## config.mk

```make
export PLATFORM = sky130hd
export DESIGN_NAME = picosoc_iomem_fabric
export DESIGN_NICKNAME = d
export VERILOG_FILES = /design/src/rtl/picosoc_pkg.sv /design/src/rtl/picosoc_iomem_decode.sv /design/src/rtl/picosoc_iomem_fabric.sv
export SDC_FILE = /design/constraint.sdc
export NUM_CORES = 1
export LEC_CHECK = 0
export ABC_AREA = 1
export CORE_AREA = 2 2 133 135
export DETAILED_ROUTE_END_ITERATION = 16
export DIE_AREA = 0 0 135 137
export GPL_TIMING_DRIVEN = 0
export PLACE_DENSITY = 0.84
export SETUP_SLACK_MARGIN = 0.1
export SLEW_MARGIN = 20
export SYNTH_ARGS = -nofsm -noshare
export SYNTH_HDL_FRONTEND = slang
export SYNTH_SLANG_ARGS = --single-unit
export TNS_END_PERCENT = 20
```

## constraint.sdc

```tcl
create_clock -name clk -period 1.9 [get_ports clk]
set_input_delay 0.19 -clock clk [delete_from_list [all_inputs] [get_ports clk]]
set_output_delay 0.19 -clock clk [all_outputs]
set_load 0.02 [all_outputs]
```

## src/rtl/picosoc_pkg.sv

```systemverilog
`default_nettype none
// ============================================================================
//  Module   : picosoc_pkg
//  Purpose  : Shared types and constants for the picosoc iomem fabric:
//             fabric FSM state enum, default error read data, default GPSDO
//             peripheral window bases/masks and a select-width helper.
//  Ports    : none (package)
//  Revision : 1.0  initial release
// ============================================================================
package picosoc_pkg;

  // Fabric handshake states
  typedef enum logic [1:0] {
    ST_IDLE = 2'd0,
    ST_BUSY = 2'd1,
    ST_DONE = 2'd2
  } fabric_state_t;

  // Read data returned to the master on a decode miss or a timeout
  localparam logic [31:0] IOMEM_ERR_RDATA = 32'hDEAD_BEEF;

  // Default GPSDO peripheral windows (256-byte windows)
  localparam logic [31:0] GPSDO_CNT_BASE = 32'h0300_0000;
  localparam logic [31:0] GPSDO_DAC_BASE = 32'h0300_0100;
  localparam logic [31:0] GPSDO_PPS_BASE = 32'h0300_0200;
  localparam logic [31:0] GPSDO_WIN_MASK = 32'hFFFF_FF00;

  // Width of a slave index; a single slave still needs one select bit
  function automatic int unsigned sel_width(input int unsigned n);
    return (n > 1) ? $clog2(n) : 1;
  endfunction

endpackage
`default_nettype wire

```

## src/rtl/picosoc_iomem_decode.sv

```systemverilog
`default_nettype none
// ============================================================================
//  Module   : picosoc_iomem_decode
//  Purpose  : Combinational priority address decoder. Slave i hits when
//             (addr & mask_i) == (base_i & mask_i); on overlapping windows
//             the lowest index wins.
//  Ports    : addr  in  32             address to decode
//             base  in  NUM_SLAVES*32  packed window bases (slave i at [32*i+:32])
//             mask  in  NUM_SLAVES*32  packed window masks
//             hit   out 1              any window matched
//             sel   out SEL_W          index of the winning window (0 on miss)
//  Revision : 1.0  initial release
// ============================================================================
module picosoc_iomem_decode
  import picosoc_pkg::*;
#(
  parameter int unsigned NUM_SLAVES = 4,
  parameter int unsigned SEL_W      = sel_width(NUM_SLAVES)
) (
  input  logic [31:0]              addr,
  input  logic [NUM_SLAVES*32-1:0] base,
  input  logic [NUM_SLAVES*32-1:0] mask,
  output logic                     hit,
  output logic [SEL_W-1:0]         sel
);

  // Scan from the highest index down so the lowest matching index is the
  // last assignment and therefore wins.
  always_comb begin
    hit = 1'b0;
    sel = '0;
    for (int i = NUM_SLAVES - 1; i >= 0; i--) begin
      if ((addr & mask[32*i +: 32]) == (base[32*i +: 32] & mask[32*i +: 32])) begin
        hit = 1'b1;
        sel = SEL_W'(i);
      end
    end
  end

endmodule
`default_nettype wire

```

## src/rtl/picosoc_iomem_fabric.sv

```systemverilog
`default_nettype none
// ============================================================================
//  Module   : picosoc_iomem_fabric
//  Purpose  : Decodes one master iomem request onto one of NUM_SLAVES address
//             windows, broadcasts the registered request to the slaves and
//             returns the response through a registered single-outstanding
//             handshake. Decode misses and (optionally) timeouts complete as
//             bus errors with ERR_RDATA, an err_irq pulse and a sticky
//             err_addr.
//  Config   : IOMEM_FABRIC_TIMEOUT_EN - when defined, BUSY is bounded to
//             TIMEOUT_CYCLES cycles; when undefined BUSY waits for s_ready.
//  Ports    : clk      in  1              system clock
//             resetn   in  1              asynchronous active-low reset
//             m_valid  in  1              master request
//             m_ready  out 1              one-cycle response strobe
//             m_wstrb  in  4              byte strobes, 0 = read
//             m_addr   in  32             request address
//             m_wdata  in  32             write data
//             m_rdata  out 32             read data, valid while m_ready
//             s_valid  out NUM_SLAVES     one-hot slave request
//             s_ready  in  NUM_SLAVES     slave completion
//             s_wstrb  out 4              registered m_wstrb (broadcast)
//             s_addr   out 32             registered m_addr (broadcast)
//             s_wdata  out 32             registered m_wdata (broadcast)
//             s_rdata  in  NUM_SLAVES*32  packed slave read data
//             err_irq  out 1              one-cycle pulse per error
//             err_addr out 32             address of the latest error (sticky)
//  Revision : 1.0  initial release
// ============================================================================
module picosoc_iomem_fabric
  import picosoc_pkg::*;
#(
  parameter int unsigned              NUM_SLAVES     = 4,
  parameter logic [NUM_SLAVES*32-1:0] BASE_ADDR      = {4{32'h0300_0000}},
  parameter logic [NUM_SLAVES*32-1:0] ADDR_MASK      = {4{32'hFFFF_FF00}},
  parameter int unsigned              TIMEOUT_CYCLES = 255,
  parameter logic [31:0]              ERR_RDATA      = IOMEM_ERR_RDATA
) (
  input  logic                     clk,
  input  logic                     resetn,
  input  logic                     m_valid,
  output logic                     m_ready,
  input  logic [3:0]               m_wstrb,
  input  logic [31:0]              m_addr,
  input  logic [31:0]              m_wdata,
  output logic [31:0]              m_rdata,
  output logic [NUM_SLAVES-1:0]    s_valid,
  input  logic [NUM_SLAVES-1:0]    s_ready,
  output logic [3:0]               s_wstrb,
  output logic [31:0]              s_addr,
  output logic [31:0]              s_wdata,
  input  logic [NUM_SLAVES*32-1:0] s_rdata,
  output logic                     err_irq,
  output logic [31:0]              err_addr
);

  localparam int unsigned SEL_W = sel_width(NUM_SLAVES);

  fabric_state_t state, state_d;

  logic [SEL_W-1:0]      sel, sel_d;
  logic                  dec_hit;
  logic [SEL_W-1:0]      dec_sel;
  logic [NUM_SLAVES-1:0] sel_onehot;
  logic                  rdy_sel;
  logic [31:0]           rdata_sel;
  logic                  timeout;

  logic                  m_ready_d;
  logic [31:0]           m_rdata_d;
  logic [NUM_SLAVES-1:0] s_valid_d;
  logic [3:0]            s_wstrb_d;
  logic [31:0]           s_addr_d;
  logic [31:0]           s_wdata_d;
  logic                  err_irq_d;
  logic [31:0]           err_addr_d;

  picosoc_iomem_decode #(
    .NUM_SLAVES (NUM_SLAVES),
    .SEL_W      (SEL_W)
  ) u_decode (
    .addr (m_addr),
    .base (BASE_ADDR),
    .mask (ADDR_MASK),
    .hit  (dec_hit),
    .sel  (dec_sel)
  );

  // Selected-slave response mux (only the latched sel is observed, so
  // s_ready of unselected slaves has no effect) and one-hot of the decode.
  always_comb begin
    rdy_sel    = 1'b0;
    rdata_sel  = '0;
    sel_onehot = '0;
    for (int i = 0; i < NUM_SLAVES; i++) begin
      if (sel == SEL_W'(i)) begin
        rdy_sel   = s_ready[i];
        rdata_sel = s_rdata[32*i +: 32];
      end
      if (dec_sel == SEL_W'(i)) begin
        sel_onehot[i] = 1'b1;
      end
    end
  end

`ifdef IOMEM_FABRIC_TIMEOUT_EN
  localparam int unsigned       CNT_W     = $clog2(TIMEOUT_CYCLES + 1);
  localparam logic [CNT_W-1:0]  CNT_LIMIT = CNT_W'(TIMEOUT_CYCLES);

  logic [CNT_W-1:0] count, count_d;

  // Counter is held at zero in IDLE so it starts clean on entry to BUSY.
  // It stops at CNT_LIMIT because reaching it forces the exit from BUSY.
  always_comb begin
    count_d = count;
    timeout = 1'b0;
    if (state == ST_IDLE) begin
      count_d = '0;
    end else if (state == ST_BUSY && !rdy_sel) begin
      count_d = count + 1'b1;
      timeout = (count_d == CNT_LIMIT);
    end
  end

  always_ff @(posedge clk or negedge resetn) begin
    if (!resetn) begin
      count <= '0;
    end else begin
      count <= count_d;
    end
  end
`else
  assign timeout = 1'b0;
`endif

  // Next-state and next-output logic. Every output is a register, so the
  // values computed here appear one cycle after the deciding event.
  always_comb begin
    state_d    = state;
    sel_d      = sel;
    m_ready_d  = 1'b0;
    m_rdata_d  = m_rdata;
    s_valid_d  = s_valid;
    s_wstrb_d  = s_wstrb;
    s_addr_d   = s_addr;
    s_wdata_d  = s_wdata;
    err_irq_d  = 1'b0;
    err_addr_d = err_addr;

    case (state)
      ST_IDLE: begin
        if (m_valid) begin
          s_addr_d  = m_addr;
          s_wdata_d = m_wdata;
          s_wstrb_d = m_wstrb;
          if (dec_hit) begin
            sel_d     = dec_sel;
            s_valid_d = sel_onehot;
            state_d   = ST_BUSY;
          end else begin
            // Decode miss: respond straight away; s_addr is being loaded
            // on this same edge, so record the incoming address directly.
            m_ready_d  = 1'b1;
            m_rdata_d  = ERR_RDATA;
            err_irq_d  = 1'b1;
            err_addr_d = m_addr;
            state_d    = ST_DONE;
          end
        end
      end

      ST_BUSY: begin
        // s_ready is checked first so it wins over a coincident timeout
        if (rdy_sel) begin
          s_valid_d = '0;
          m_ready_d = 1'b1;
          m_rdata_d = rdata_sel;
          state_d   = ST_DONE;
        end else if (timeout) begin
          s_valid_d  = '0;
          m_ready_d  = 1'b1;
          m_rdata_d  = ERR_RDATA;
          err_irq_d  = 1'b1;
          err_addr_d = s_addr;
          state_d    = ST_DONE;
        end
      end

      ST_DONE: begin
        state_d = ST_IDLE;
      end

      default: begin
        s_valid_d = '0;
        state_d   = ST_IDLE;
      end
    endcase
  end

  always_ff @(posedge clk or negedge resetn) begin
    if (!resetn) begin
      state <= ST_IDLE;
    end else begin
      state <= state_d;
    end
  end

  always_ff @(posedge clk or negedge resetn) begin
    if (!resetn) begin
      sel      <= '0;
      m_ready  <= 1'b0;
      m_rdata  <= '0;
      s_valid  <= '0;
      s_wstrb  <= '0;
      s_addr   <= '0;
      s_wdata  <= '0;
      err_irq  <= 1'b0;
      err_addr <= '0;
    end else begin
      sel      <= sel_d;
      m_ready  <= m_ready_d;
      m_rdata  <= m_rdata_d;
      s_valid  <= s_valid_d;
      s_wstrb  <= s_wstrb_d;
      s_addr   <= s_addr_d;
      s_wdata  <= s_wdata_d;
      err_irq  <= err_irq_d;
      err_addr <= err_addr_d;
    end
  end

endmodule
`default_nettype wire

```

==> summary.md, run 1 <==
| Metric | Value |
|---|---|
| RSZ-0062 raised after global routing | false |
| Hold path cells | 3 |
| Count leader, synth | nand2_1 |
| Clock skew | 6.92 ps |
| All-Layer GR Usage | 19.1% |
| Sink Count | 137 |
| Site row count | 48 |
| Gp weighted congestion | 0.809 |
| Largest net degree at the start of global routing | 70 |
| Smallest setup slack after layout | 255 ps |
| First-pass GRT wire length | 26800 µm |
| DIE HEIGHT | 137 µm |
| Synth async-reset ratio | 100% |
| Peak supply drop | 811 µV |
| Port Buf Inserts | 237 |
| Synth Cell Area | 5510 µm² |
| Clock transition at path regs | 60 ps |
| Slew margin rel. | 63.7% |
| Startpoint Class | input port |
| Clock Latency Late Sink | 420 ps |
| DRT Pass-1 Iters | 4 |
| Worst EP required | 2200 ps |
| Worst hold slack | 127 ps |
| Synth unique cells | 22 |
| Synthesized area per cell | 8.95 µm² |
| Detailed Route WL | 17400 µm |
| Worst-Margin Slew | 544 ps |
| Fin util | 51.7% |
| Fillers | 1526 |
| Flop-to-flop setup slack | 260 ps |
| Hold worst-path end | m_rdata[4]$_DFFE_PN0P_ |
| Pwr Density | 1780 nW/µm² |
| Vias/cell | 4.47 |
| Worst hold start | s_ready[0] |
| Minimum clock period | 1640 ps |
| DRC Markers | 0 |
| Fraction of layout cells with a size suffix above 1 | 11.0% |
| CTS Buf Count | 17 |
| Grt ovf | 0 |
| Die area | 18500 µm² |
| Number of global-route vias before repair | 5008 |
| CTS Root Cell | clkbuf_16 |
| Hold Violations, Final | 0 |
| WS Path Type | in -> reg |
| Biggest area consumer among synthesized cells | dfrtp_1 |
| Starting Density | 32.3% |
| Storage element area | 3430 µm² |
| Initial antenna violation count | 0 |
| Worst-case reg-to-reg path depth | 9 |
| Finished Cell Area | 8810 µm² |
| Max Cap Viol | 0 |
| Post-synthesis sequential area ratio | 62.2% |
| Share of the synthesized area in the top cell type | 62.2% |
| Critical Path AT | 1950 ps |
| Largest cells by area after synthesis | dfrtp_1 (62%), nand2_1 (23%), or2_2 (2.7%), nand3_1 (2.2%), nand4_1 (1.8%) |
| Endpoint class of the critical path | flip-flop |
| Crit path from | m_addr[15] |
| FF-to-FF End | err_addr[23]$_DFFE_PN0P_ |
| Slew Viols, Final | 0 |
| Worst R2R Start | state[0]$_DFFE_PN0P_ |
| H-tree levels | 4 |
| Fmax | 0.608 GHz |
| Type of the worst min-delay path | in -> reg |
| Synth Register Bits | 137 |
| Post-DRT Antenna Nets | 0 |
| Die width | 135 µm |
| HPWL after DPL | 13000 µm |
| Ant. Diodes | 0 |
| Routed len/inst | 15.6 µm |
| DR iter-0 viols | 213 |
| I/O Pins | 341 |
| Dpl cell area | 8210 µm² |
| Gate Count Post-Synth | 616 |
| Layout area overhead | 59.9% |
| Post-layout net count | 1079 |
| Number of synthesized flops with an enable pin | 0 |
| CTS tree | yes |
| Top post-synthesis cells by count | nand2_1 (336), dfrtp_1 (137), nand3_1 (24), or2_2 (24), nor2_1 (20) |
| Synth Flop Type | dfrtp_1 |
| Leak | 4.31 nW |
| Max FO, Critical Path | 10 |
| Status | complete, no violations |
| Core Box Area | 17100 µm² |
| Multi-input gate area | 1820 µm² |
| Endpoints failing setup | 0 |
| Fin crit share | 86.6% |
| Via count | 4982 |
| Post-Place Setup Slack | -205 ps |
| Synth warnings | 0 |
| Max Buffers Root-to-Sink | 2 |
logic make-up (layout without fill, tap and decap cells):
| group | count (synthesis) | count (layout) | synth area share, % |
|---|---|---|---|
| flip-flops | 137 | 137 | 62.2 |
| AND/OR/NAND/NOR | 429 | 429 | 32.5 |
| AO/OA/AOI/OAI | 4 | 4 | 0.431 |
| other | 1 | 3 | 0.0680 |
| buffers and inverters | 45 | 316 | 4.84 |
per-layer routing:
| layer | track usage [%] | routed length [µm] |
|---|---|---|
| met1 | 22.8 | 7050 |
| met4 | 4.34 | 116 |
| met2 | 31.7 | 8320 |
| met3 | 9.00 | 1880 |
| met5 | 0 | 0 |
sequential cells by signal, indices dropped and copies added, names as in the netlist:
signal and flops:
err_addr 32, err_irq 1, m_rdata 32, m_ready 1, s_addr 32, s_valid 1
s_wdata 32, s_wstrb 4, state 2
worst max-delay path, cell delays in order:
cell and delay, ps:
clkdlybuf4s50_1 430, nor2_1 160, nand2_1 80, nor2_1 250, nand4_2 300, clkbuf_1 310
nand3_1 170, nand2_1 60
layout by cell type, fill, tap and decap left out, types with 2 or more instances in the layout:
cell type	count
inv_1	9
buf_6	7
nand2_1	336
bufinv_16	3
nor2_1	20
dfrtp_1	137
clkdlybuf4s50_1	236
inv_2	3
clkinv_2	6
clkbuf_16	17
buf_2	12
buf_4	9
conb_1	3
clkinvlp_4	3
nand4_1	16
a21oi_1	2
clkbuf_1	6
nand2_2	3
nand3_1	24
nor2_2	2
or2_2	24
what timing repair did:
| item | in CTS | in global routing |
|---|---|---|
| buffers inserted | 0 | 0 |
| endpoints found under the setup margin | 0 | 7 |
| hold buffers | 1 | 0 |
| endpoints found under the hold margin | 68 | 0 |
| gates resized for setup | 0 | 1 |
power by group:
group	internal, mW	switching (mW)
clock	2.09	1.26
combinational	3.29	3.99
sequential	4.27	0.760
layout make-up:
| class | count | area share, % |
|---|---|---|
| flip-flops and latches | 137 | 38.9 |
| repair buffers | 239 | 27.4 |
| multi-input cells | 436 | 20.7 |
| clock buffers | 19 | 5.03 |
| well taps | 225 | 3.19 |
| plain buffers | 33 | 2.56 |
| clock inverters | 13 | 1.72 |
| inverters | 12 | 0.511 |
worst max path at each step:
stage	end	cells past startpoint
floorplan	err_addr[2]$_DFFE_PN0P_	9
global placement	m_rdata[21]$_DFFE_PN0P_	1
detailed placement	m_rdata[15]$_DFFE_PN0P_	8
CTS	s_addr[0]$_DFFE_PN0P_	10
global route	s_wstrb[0]$_DFFE_PN0P_	10
finish	m_rdata[15]$_DFFE_PN0P_	8
per-stage QoR:
step	power, mW	setup TNS [ps]	std cells
2_1_floorplan	8.57	0	618
3_5_place_dp	12.4	-7330	1081
3_3_place_gp	12.2	-661640	1080
5_1_grt	16.6	0	1114
4_1_cts	15.8	0	1114
6_report	15.7	0	1114
(Power assumes the default switching activity.)
==> run 2: changes to the inputs <==
--- a/config.mk
+++ b/config.mk
@@ -5,15 +5,15 @@
 export SDC_FILE = /design/constraint.sdc
 export NUM_CORES = 1
 export LEC_CHECK = 0
-export ABC_AREA = 1
-export CORE_AREA = 2 2 133 135
+export CORE_MARGIN = 2
+export CORE_UTILIZATION = 42
 export DETAILED_ROUTE_END_ITERATION = 16
-export DIE_AREA = 0 0 135 137
 export GPL_TIMING_DRIVEN = 0
-export PLACE_DENSITY = 0.84
+export PLACE_DENSITY = 0.91
 export SETUP_SLACK_MARGIN = 0.1
 export SLEW_MARGIN = 20
 export SYNTH_ARGS = -nofsm -noshare
 export SYNTH_HDL_FRONTEND = slang
+export SYNTH_HIERARCHICAL = 1
 export SYNTH_SLANG_ARGS = --single-unit
 export TNS_END_PERCENT = 20
==> run 2 against run 1 <==
The flow now finishes with violations (negative setup slack). Utilization is 22 points higher. Combinational power is 60% lower. Synthesized cell count is 16% higher. Sequential share of layout area is 13 points lower. Largest cell class is now multi-input combinational cells. Largest power group is now registers. Highest routed layer unchanged.
==> summary.md, run 2 <==
| Metric | Value |
|---|---|
| Status | complete, but fails checks |
| Failing checks | negative setup slack |
| Grt ovf | 0 |
| Max FO, Critical Path | 10 |
| Routed len/inst | 19.0 µm |
| Smallest setup slack after layout | -177 ps |
| Fraction of layout cells with a size suffix above 1 | 19.9% |
| Port Buf Inserts | 340 |
| Largest cells by area after synthesis | dfrtp_1 (44%), xor2_1 (14%), mux2_2 (9.4%), mux4_2 (9.1%), a22oi_1 (5.9%) |
| Type of the worst min-delay path | in -> reg |
| Synthesized area per cell | 11.4 µm² |
| H-tree levels | 4 |
| Largest net degree at the start of global routing | 92 |
| Starting Density | 43.1% |
| Crit path from | m_addr[14] |
| All-Layer GR Usage | 30.1% |
| Hold path cells | 3 |
| CTS tree | yes |
| Hold Violations, Final | 0 |
| Synth Register Bits | 142 |
| Endpoints failing setup | 69 |
| DRT Pass-1 Iters | 5 |
| Number of synthesized flops with an enable pin | 0 |
| Synth warnings | 6 |
| Site row count | 50 |
| Number of global-route vias before repair | 8793 |
| Pwr Density | 712 nW/µm² |
| Synth unique cells | 37 |
| Commonest non-fill, non-tap cell in the layout | clkdlybuf4s50_1 |
| Worst EP required | 2210 ps |
| Fmax | 0.482 GHz |
| Clock transition at path regs | 70 ps |
| Minimum clock period | 2080 ps |
| Die width | 143 µm |
| Gate Count Post-Synth | 715 |
| Initial antenna violation count | 3 |
| Highest-delay cell along the critical path | or4_4 |
| Vias/cell | 4.88 |
| Count leader, synth | dfrtp_1 |
| Post-layout net count | 1545 |
| Via count | 7901 |
| Post-synthesis sequential area ratio | 43.6% |
| Die area | 20500 µm² |
| Worst hold start | m_addr[16] |
| Endpoint class of the critical path | flip-flop |
| Clock skew | 17.2 ps |
| Fin util | 73.8% |
| Gp weighted congestion | 0.917 |
| Peak supply drop | 598 µV |
| Final setup TNS | -6350 ps |
| Max Buffers Root-to-Sink | 2 |
| Layout area overhead | 71.3% |
| WS Path Type | in -> reg |
| Detailed Route WL | 30700 µm |
| RSZ-0062 raised after global routing | true |
| Worst-case reg-to-reg path depth | 6 |
| Startpoint Class | input port |
| Most frequent cells in the layout | clkdlybuf4s50_1 (315), conb_1 (256), dfrtp_1 (141), xor2_1 (126), nand2_1 (99) |
| Core Box Area | 18900 µm² |
| Crit path largest cell delay | 570 ps |
| Post-DRT Antenna Nets | 0 |
| Leak | 6.14 nW |
| Most common cell type on the critical path | buf_4 |
| DIE HEIGHT | 143 µm |
| I/O Pins | 341 |
| Critical Path AT | 2390 ps |
| Fin crit share | 109% |
| First-pass GRT wire length | 46200 µm |
| Slew Viols, Final | 0 |
| Dpl cell area | 12900 µm² |
| Sink Count | 142 |
| CTS Buf Count | 17 |
| Post-Place Setup Slack | -1440 ps |
| CTS Root Cell | clkbuf_16 |
| Biggest area consumer among synthesized cells | dfrtp_1 |
| Synth Cell Area | 8150 µm² |
| HPWL after DPL | 22600 µm |
| DRC Markers | 0 |
| Top post-synthesis cells by count | dfrtp_1 (142), xor2_1 (128), nand2_1 (106), mux2_2 (68), a22oi_1 (64) |
| Clock Latency Late Sink | 430 ps |
| DR iter-0 viols | 353 |
| Worst R2R Start | sel[0]$_DFFE_PN0P_ |
| Finished Cell Area | 13900 µm² |
| Max Cap Viol | 0 |
| CP Cell Sequence | buf_4 -> xor2_1 -> a22oi_1 -> nand4_1 -> or4_4 -> nor2b_4 -> nand2_4 -> or4b_4 -> buf_8 -> inv_8 -> buf_4 -> nor2_1 -> o21ai_2 |
| Share of the synthesized area in the top cell type | 43.6% |
| Synth Flop Type | dfrtp_1 |
| Synth async-reset ratio | 100% |
| Worst-Margin Slew | 619 ps |
| Slew margin rel. | 58.7% |
[run 2: routing by layer]
layer	GRT usage, %	part of all wire (%)
met1	29.7	34
met2	56.3	54
met3	8.92	7.2
met4	15.8	5.1
met5	0	0
[run 2: final cells by class]
| class | instances | area, µm² |
|---|---|---|
| plain buffers | 37 | 339 |
| clock buffers | 18 | 439 |
| fillers | 1296 | 4940 |
| multi-input cells | 787 | 5510 |
| diodes | 4 | 10.0 |
| flip-flops and latches | 142 | 3550 |
| clock inverters | 14 | 166 |
| inverters | 3 | 18.8 |
| repair buffers | 354 | 3590 |
| well taps | 260 | 325 |
[run 2: metrics by stage]
stage,hold slack [ps],std cells,total power [mW]
after floorplan,-106,969,4.82
after global placement,456,1569,6.21
after detailed placement,126,1570,6.31
after CTS,1.57,1615,9.92
after global routing,21.5,1618,10.3
final,17.5,1619,9.94
[run 2: worst max-delay path: cells and delay by family]
kind,cells,cell delay (ps)
and+or+nand+nor,6,1310
AOI/OAI and AO/OA,2,220
xor gates and xnor gates,1,150
buffers and inverters,4,520
[run 2: power by group]
group	internal (mW)	total, mW	switching (mW)
registers	3.35	3.55	0.191
clock network	2.02	3.51	1.49
logic	1.51	2.88	1.37
[run 2: cells by family after synthesis]
logic type	after synthesis	synth area share [%]
buffers and inverters	40	2.64
multiplexers	101	18.5
flip-flops	142	43.6
AO/OA/AOI/OAI	105	10.3
AND/OR/NAND/NOR	197	11.1
XOR/XNOR	128	13.8
other	2	0.0922
[run 2: worst paths after layout]
kind                                                  to  slack, ps
worst max-delay path              m_rdata[1]$_DFFE_PN0P_       -180
worst min-delay path            err_addr[16]$_DFFE_PN0P_         20
worst max register to register    m_rdata[0]$_DFFE_PN0P_         30
worst min register to register  err_addr[17]$_DFFE_PN0P_        480
max in group asynchronous           state[0]$_DFFE_PN0P_        780
min in group asynchronous       err_addr[19]$_DFFE_PN0P_        270
[run 2: repair_timing]
| item | 4_1_cts | 5_1_grt |
|---|---|---|
| endpoints found under the setup margin | 142 | 103 |
| endpoints found under the hold margin | 55 | 0 |
| gates cloned | 3 | 0 |
| hold buffers | 5 | 0 |
| buffers inserted | 5 | 0 |
| pin swaps | 26 | 9 |
| gates resized for setup | 207 | 33 |
